`src/rtl/tow_playfield.sv`:
```
// Tug of War playfield: moves one lit LED on player presses,
// awards round points, keeps saturating scores and a match-over state.
module tow_playfield #(
  parameter int NUM_LIGHTS = 9,
  parameter int SCORE_W    = 3
) (
  input  logic                  clk,
  input  logic                  reset,
  input  logic                  l_press,
  input  logic                  r_press,
  input  logic                  new_round,
  output logic [NUM_LIGHTS-1:0] lights,
  output logic [1:0]            winner,
  output logic [SCORE_W-1:0]    l_score,
  output logic [SCORE_W-1:0]    r_score,
  output logic                  game_over
);

  localparam int CENTER = (NUM_LIGHTS - 1) / 2;
  localparam int POS_W  = $clog2(NUM_LIGHTS);

  localparam logic [POS_W-1:0] POS_MAX = POS_W'(NUM_LIGHTS - 1);
  localparam logic [POS_W-1:0] POS_CTR = POS_W'(CENTER);
  localparam logic [POS_W-1:0] POS_MIN = '0;

  localparam logic [NUM_LIGHTS-1:0] LIGHT_ONE =
    {{(NUM_LIGHTS-1){1'b0}}, 1'b1};
  localparam logic [NUM_LIGHTS-1:0] LIGHT_CTR =
    LIGHT_ONE << CENTER;

  localparam logic [SCORE_W-1:0] MAX_SCORE = '1;

  localparam logic [1:0] WIN_NONE  = 2'b00;
  localparam logic [1:0] WIN_RIGHT = 2'b01;
  localparam logic [1:0] WIN_LEFT  = 2'b10;

  typedef enum logic [1:0] {
    S_PLAY,
    S_POINT,
    S_MATCH_OVER
  } state_t;

  state_t                  r_state;
  logic [POS_W-1:0]        r_pos;
  logic [NUM_LIGHTS-1:0]   r_lights;
  logic [1:0]              r_winner;
  logic [SCORE_W-1:0]      r_l_score;
  logic [SCORE_W-1:0]      r_r_score;
  logic                    r_game_over;

  logic                    w_l_move;
  logic                    w_r_move;
  logic [SCORE_W-1:0]      w_l_inc;
  logic [SCORE_W-1:0]      w_r_inc;

  always_comb begin
    w_l_move = l_press & ~r_press;
    w_r_move = r_press & ~l_press;
    w_l_inc  = r_l_score + 1'b1;
    w_r_inc  = r_r_score + 1'b1;
  end

  always_ff @(posedge clk or negedge reset) begin
    if (!reset) begin
      r_state     <= S_PLAY;
      r_pos       <= POS_CTR;
      r_lights    <= LIGHT_CTR;
      r_winner    <= WIN_NONE;
      r_l_score   <= '0;
      r_r_score   <= '0;
      r_game_over <= 1'b0;
    end else begin
      unique case (r_state)
        S_PLAY: begin
          if (w_l_move) begin
            if (r_pos == POS_MAX) begin
              r_lights <= '0;
              r_winner <= WIN_LEFT;
              if (r_l_score != MAX_SCORE) begin
                r_l_score <= w_l_inc;
              end
              // Reaching the cap ends the match on this same edge.
              if (w_l_inc == MAX_SCORE) begin
                r_state     <= S_MATCH_OVER;
                r_game_over <= 1'b1;
              end else begin
                r_state <= S_POINT;
              end
            end else begin
              r_pos    <= r_pos + 1'b1;
              r_lights <= r_lights << 1;
            end
          end else if (w_r_move) begin
            if (r_pos == POS_MIN) begin
              r_lights <= '0;
              r_winner <= WIN_RIGHT;
              if (r_r_score != MAX_SCORE) begin
                r_r_score <= w_r_inc;
              end
              if (w_r_inc == MAX_SCORE) begin
                r_state     <= S_MATCH_OVER;
                r_game_over <= 1'b1;
              end else begin
                r_state <= S_POINT;
              end
            end else begin
              r_pos    <= r_pos - 1'b1;
              r_lights <= r_lights >> 1;
            end
          end
        end
        S_POINT: begin
          if (new_round) begin
            r_state  <= S_PLAY;
            r_pos    <= POS_CTR;
            r_lights <= LIGHT_CTR;
            r_winner <= WIN_NONE;
          end
        end
        S_MATCH_OVER: begin
          r_lights <= '0;
        end
        default: begin
          r_state  <= S_PLAY;
          r_pos    <= POS_CTR;
          r_lights <= LIGHT_CTR;
          r_winner <= WIN_NONE;
        end
      endcase
    end
  end

  assign lights    = r_lights;
  assign winner    = r_winner;
  assign l_score   = r_l_score;
  assign r_score   = r_r_score;
  assign game_over = r_game_over;

endmodule

```
`config.mk`:
```
export PLATFORM = sky130hd
export DESIGN_NAME = tow_playfield
export DESIGN_NICKNAME = d
export VERILOG_FILES = /design/src/rtl/tow_playfield.sv
export SDC_FILE = /design/constraint.sdc
export NUM_CORES = 1
export LEC_CHECK = 0
export ABC_CLOCK_PERIOD_IN_PS = 2000
export BUFFER_PORTS_ARGS = -buffer_cell sky130_fd_sc_hd__buf_2
export CAP_MARGIN = 20
export CORE_MARGIN = 2
export CORE_UTILIZATION = 55
export DETAILED_ROUTE_END_ITERATION = 16
export GPL_ROUTABILITY_DRIVEN = 0
export GPL_TIMING_DRIVEN = 0
export PLACE_DENSITY_LB_ADDON = 0.05
export SLEW_MARGIN = 20
export SYNTH_ARGS = -nofsm -noshare
export SYNTH_HDL_FRONTEND = slang
export SYNTH_SLANG_ARGS = --single-unit
```
`constraint.sdc`:
```
create_clock -name clk -period 2 [get_ports clk]
set_input_delay 0 -clock clk [delete_from_list [all_inputs] [get_ports clk]]
set_output_delay 0 -clock clk [all_outputs]
set_load 0.005 [all_outputs]
```
# Word-level counts from Yosys, hierarchy flattened
# Cells that the tools add are included.
dict set report word_totals {
  ram_bits 0
  word_cells 74
  latch_bits 0
  mem_bits_ro 0
  out_inout_bits 18
  n_memories 0
  reg_bits 24
  inputBits 5
}
dict set report op_classes {
  bitwise 6
  magnitude_cmp 0
  reduce_logical 11
  n_shift 0
  mux 31
  multipliers 0
  add_sub_neg 4
  eq_ne 15
  div_mod_pow 0
}
# cell n
set op_table {}
lappend op_table {{$mux 9} 4}
lappend op_table {{$pmux 9 s3} 1}
lappend op_table {{$mux 2} 11}
lappend op_table {{$ne 3x3->1 const B} 7}
lappend op_table {{$mux 4} 5}
lappend op_table {{$reduce_and 5->1} 3}
lappend op_table {{$pmux 2 s3} 2}
lappend op_table {{$pmux 4 s3} 1}
lappend op_table {{$mux 8} 1}
lappend op_table {{$add 3x1->3 const B} 2}
lappend op_table {{$eq 3x3->1 const B} 2}
lappend op_table {{$mux 1} 6}
lappend op_table {{$reduce_and 6->1} 1}
lappend op_table {{$reduce_bool 2->1} 3}
lappend op_table {{$add 4x1->4 const B} 1}
lappend op_table {{$eq 4x4->1 const B} 1}
lappend op_table {{$logic_not 4->1} 1}
lappend op_table {{$ne 2x1->1 const B} 2}
lappend op_table {{$not 1->1} 4}
lappend op_table {{$reduce_and 4->1} 1}
lappend op_table {{$sub 4x1->4 const B} 1}
lappend op_table {{$and 1x1->1} 2}
lappend op_table {{$eq 2x1->1 const B} 1}
lappend op_table {{$eq 2x2->1 const B} 1}
lappend op_table {{other kinds (3)} 3}

# Depth between registers and ports, before layout
dict set report logic_depth {
  depth_word 7
  mapped_depth 7
  depth_no_buf 7
}

# Least setup slack after synthesis
# Ideal clock, no wire load.
dict set report synth_path {
  path_kind {register to register}
  from {reg r_l_score[0] (netlist: l_score[0])}
  to {reg r_state[0]}
  setup_time_ns 0.078
  n_path_buf 0
  t_arrival_ns 1.590
  period_less_slack_ns 1.668
  stages_incl_launch_ff 7
  slack_ns 0.332
  required_time_ns 1.922
  path_cell_list {dfrtp_1 > ha_1 > ha_1 > nand3_1 > o21ai_0 > or4_1 > a21oi_1}
}
dict set report synth_via {
  elab_chain_len 6
}
# item line_no
set synth_lines {}
lappend synth_lines {{start: declaration} 47} ;# logic [SCORE_W-1:0] r_l_score;
lappend synth_lines {{start signal: assignment} 80} ;# r_l_score <= w_l_inc;
lappend synth_lines {{$add 3x1->3} 59} ;# w_l_inc = r_l_score + 1'b1;
lappend synth_lines {{net w_l_inc[2]} 53} ;# logic [SCORE_W-1:0] w_l_inc;
lappend synth_lines {{$eq 3x3->1} 83} ;# if (w_l_inc == MAX_SCORE) begin
lappend synth_lines {{$mux 2} 83}
lappend synth_lines {{$mux 2} 76} ;# if (r_pos == POS_MAX) begin
lappend synth_lines {{$mux 2} 75} ;# if (w_l_move) begin
lappend synth_lines {{$pmux 2 s3} 73} ;# unique case (r_state)
lappend synth_lines {{end signal: assignment} 84} ;# r_state <= S_MATCH_OVER;
lappend synth_lines {{end signal: assignment} 87} ;# r_state <= S_POINT;
lappend synth_lines {{end signal: assignment} 101} ;# r_state <= S_MATCH_OVER;
lappend synth_lines {{end: declaration} 43} ;# state_t r_state;
# The timed path passes the listed nets, and every way through them passes these cells. The select of a mux whose other input is x is not followed.
# A chain may end at the register's enable or synchronous reset.

# Final worst setup path
dict set report layout_path {
  from {reg r_r_score[0] (netlist: r_score[0])}
  to {reg r_state[0]}
}
dict set report layout_via {
  elab_chain_len 7
}
# item line_no
set layout_lines {}
lappend layout_lines {{start: declaration} 48} ;# logic [SCORE_W-1:0] r_r_score;
lappend layout_lines {{start signal: assignment} 98} ;# r_r_score <= w_r_inc;
lappend layout_lines {{$add 3x1->3} 60} ;# w_r_inc = r_r_score + 1'b1;
lappend layout_lines {{net w_r_inc[2]} 54} ;# logic [SCORE_W-1:0] w_r_inc;
lappend layout_lines {{$eq 3x3->1} 100} ;# if (w_r_inc == MAX_SCORE) begin
lappend layout_lines {{$mux 2} 100}
lappend layout_lines {{$mux 2} 94} ;# if (r_pos == POS_MIN) begin
lappend layout_lines {{$mux 2} 93} ;# end else if (w_r_move) begin
lappend layout_lines {{$mux 2} 75}
lappend layout_lines {{$pmux 2 s3} 73}
lappend layout_lines {{end signal: assignment} 84}
lappend layout_lines {{end signal: assignment} 101}
lappend layout_lines {{end signal: assignment} 104} ;# r_state <= S_POINT;
# The timed path passes the listed nets, and every way through them passes these cells. The select of a mux whose other input is x is not followed.

==> impl_metrics.ini <==
[timing]
fin_crit_ns = 1.782
worst_pin_slew_ns = 0.6458
rsz0062_at_grt = false
post-route-period-util_pct = 89.08
setup_ws_ns = 0.2184
finClkSkew_ns = 0.008424
setup_viol = 0
slew_viol_final = 0
tns_ns = 0
max_freq_mhz = 561.3
maxSlewHeadroom_pct = 56.86
finalHoldViolCount = 0

[global_route]
overflow = 0
grt_usage_pct = 23.18
antenna_found_initial = 0
grt_max_degree = 25
grt_pass1_wl_mm = 4.719
grt_pass1_vias = 1045

[floorplan]
io_pins = 23
start_util_pct = 59.48
die_x_microns = 53.62
die_h_microns = 53.62
core_sq_mm = 0.002276
row_count = 17
dieArea_sq_mm = 0.002875

[worst_hold_path]
hold_class = in -> reg
holdPathStages = 3
hold_end = r_state[0]
min_from = new_round

[detailed_routing]
antenna_left = 0
drcViolationCount = 0
via_per_inst = 5.885
firstDrtPassIters = 4
topRoutingLayerUsed = met4
drt-met1-wl_mm = 1.312
route.met2.wl_mm = 1.367
vias = 1124
drt_first_iter_violations = 24
wl_per_cell_microns = 14.90
wl_mm = 2.846
wl_met3_microns = 125

[setup_path]
r2r_slack_ns = 0.22
critPathSlowestCell = dfrtp_1
r2r-start = r_score[0]
worstPathRequired_ns = 2.26
end_kind = flip-flop
startpoint_type = flip-flop
path_class = reg -> reg
arrival_ns = 2.04
reg2regPathDepth = 6
cp_common_cell = ha_1
path_max_fanout = 4
critPathMaxStageDelay_ns = 0.44
path_cells = ha_1 -> ha_1 -> nand2_1 -> o21ai_0 -> or4_1 -> a21oi_1
r2r_end = r_state[0]

[synthesis]
syn_inst = 136
async_flop_share_pct = 100.0
synth_edf_count = 0
synth_ff_type = dfrtp_1
synth_nets = 152
ys_seq_elements = 24
synth_area_sq_mm = 0.001354
synth_cell_types = 40
ys_seq_area_share_pct = 44.55
yosys_warnings = 0
syn_avg_cell_area_sq_um = 9.954

[placed_design]
dp_cells = 186
place_hpwl_mm = 2.127
numPortBuffers = 22
pre_cts_ws_ns = 0.07134

[clock_tree]
cts_tree = built
clockBufferDepth = 2
h-tree-depth = 1
path_clk_slew_ns = 0.14
cts_setup_buffers = 0
clock-root-buffer = clkbuf_4
cts_buffers = 3
cts_sinks = 24
clk_latency_ns = 0.32

[finish]
layout-area-overhead-vs-synth_pct = 14.60
fin_cells = 191
fin_nets = 180
layout-drive-gt1-share_pct = 24.54
fin_util_pct = 68.17
n_antenna_cell = 0

[pwr]
ir_worst_vdd_v = 0.001002
p_per_area_mw_per_mm2 = 1340
p_leak_nw = 0.7787

[flow_run]
cap_violations = 0

[outcome]
status = complete, no violations
cells by family (layout without fill, tap and decap cells):
logic type / after synthesis / in the layout / share of synthesized area [%]
buffers and inverters: 16 / 43 / 5.176
AND/OR/NAND/NOR: 37 / 37 / 13.59
multiplexers: 4 / 4 / 3.512
XOR/XNOR: 5 / 5 / 3.235
adder cells (fa/ha/maj): 11 / 11 / 10.17
AO/OA/AOI/OAI: 39 / 39 / 19.78
flip-flops: 24 / 24 / 44.55
synthesized netlist by cell type (2+ instances only):
library cell  count  area, sq um
dfrtp_1          22        550.5
inv_1            11        41.29
o32ai_1           2        17.52
dfstp_2           2        52.55
a22oi_1           8        60.06
a41o_1            2        20.02
clkbuf_1          2        7.510
xnor2_1           4        35.03
o21ai_0          11        55.05
clkbuf_2          2        10.01
mux2_2            2        22.52
nor2_1            5        18.77
a21oi_1           6        30.03
nand3_1           2        10.01
ha_1             11        137.6
nand4_1           2        12.51
nand2_1          18        67.56
o211ai_1          2        15.01
final cells by class:
type,instances,area [sq um]
Multi-Input combinational cell,96,686.9
Fill cell,193,724.4
Tap cell,28,35.03
Inverter,11,41.29
Timing Repair Buffer,23,120.1
Sequential cell,24,603.1
Clock buffer,4,36.28
Buffer,5,28.78
critical path: cells and delay by family, from the launching register on:
kind	cells	cell delay [ns]
adders and majority gates	2	0.50
and+or+nand+nor	2	0.50
DFF	1	0.44
AOI/OAI and AO/OA	2	0.28
cells in the final DEF (no fill, tap or decap), types with 2 or more instances in the layout:
cell,n
a21oi_1,6
a22oi_1,8
a41o_1,2
buf_2,22
clkbuf_1,2
clkbuf_2,2
clkbuf_4,3
dfrtp_1,22
dfstp_2,2
ha_1,11
inv_1,11
mux2_2,2
nand2_1,18
nand3_1,2
nand4_1,2
nor2_1,5
o211ai_1,2
o21ai_0,11
o32ai_1,2
xnor2_1,4
sequential cells by signal, summed over array words and instances, names as in the netlist:
register   cells
r_score        3
game_over      1
r_pos          4
lights         9
l_score        3
winner         2
r_state        2
where the power goes:
| group | switching, mW | total, mW | internal [mW] |
|---|---|---|---|
| clock | 0.148 | 0.259 | 0.111 |
| sequential | 0.185 | 0.865 | 0.680 |
| combinational | 0.506 | 0.955 | 0.448 |
| total | 0.839 | 2.08 | 1.24 |
layer usage:
layer | vias up | track usage, %
met5 | - | 0
met4 | 0 | 8.974
met3 | 5 | 3.333
met2 | 30 | 38.27
met1 | 550 | 30.77
li1 | 539 | -
how the worst max path moves through the flow:
| stage | slack (ns) | cells past startpoint | end | from |
|---|---|---|---|---|
| final | 0.22 | 6 | r_state[0] | r_score[0] |
| after global routing | 0.13 | 6 | r_state[0] | r_score[0] |
| after CTS | 0.05 | 4 | r_score[2] | r_pos[3] |
| after detailed placement | 0.07 | 4 | r_score[2] | r_pos[3] |
| after global placement | 0.13 | 4 | r_score[2] | r_pos[3] |
| after floorplan | 0.33 | 6 | r_state[0] | l_score[0] |
per-stage QoR:
stage / total power [mW] / cell area (sq um) / hold slack (ns)
4_1_cts: 2.083 / 1545 / 0.02505
6_report: 2.079 / 1551 / 0.03209
3_5_place_dp: 1.821 / 1499 / 0.01777
5_1_grt: 2.267 / 1551 / 0.01421
2_1_floorplan: 1.503 / 1354 / -0.2956
3_3_place_gp: 1.758 / 1499 / 0.008075
timing repair:
| action | 4_1_cts | 5_1_grt |
|---|---|---|
| resized for setup | 0 | 1 |
| hold buffers | 1 | 0 |
| endpoints found under the setup margin | 0 | 8 |
| endpoints found under the hold margin | 22 | 0 |
Power figures use the tool's default switching activity.
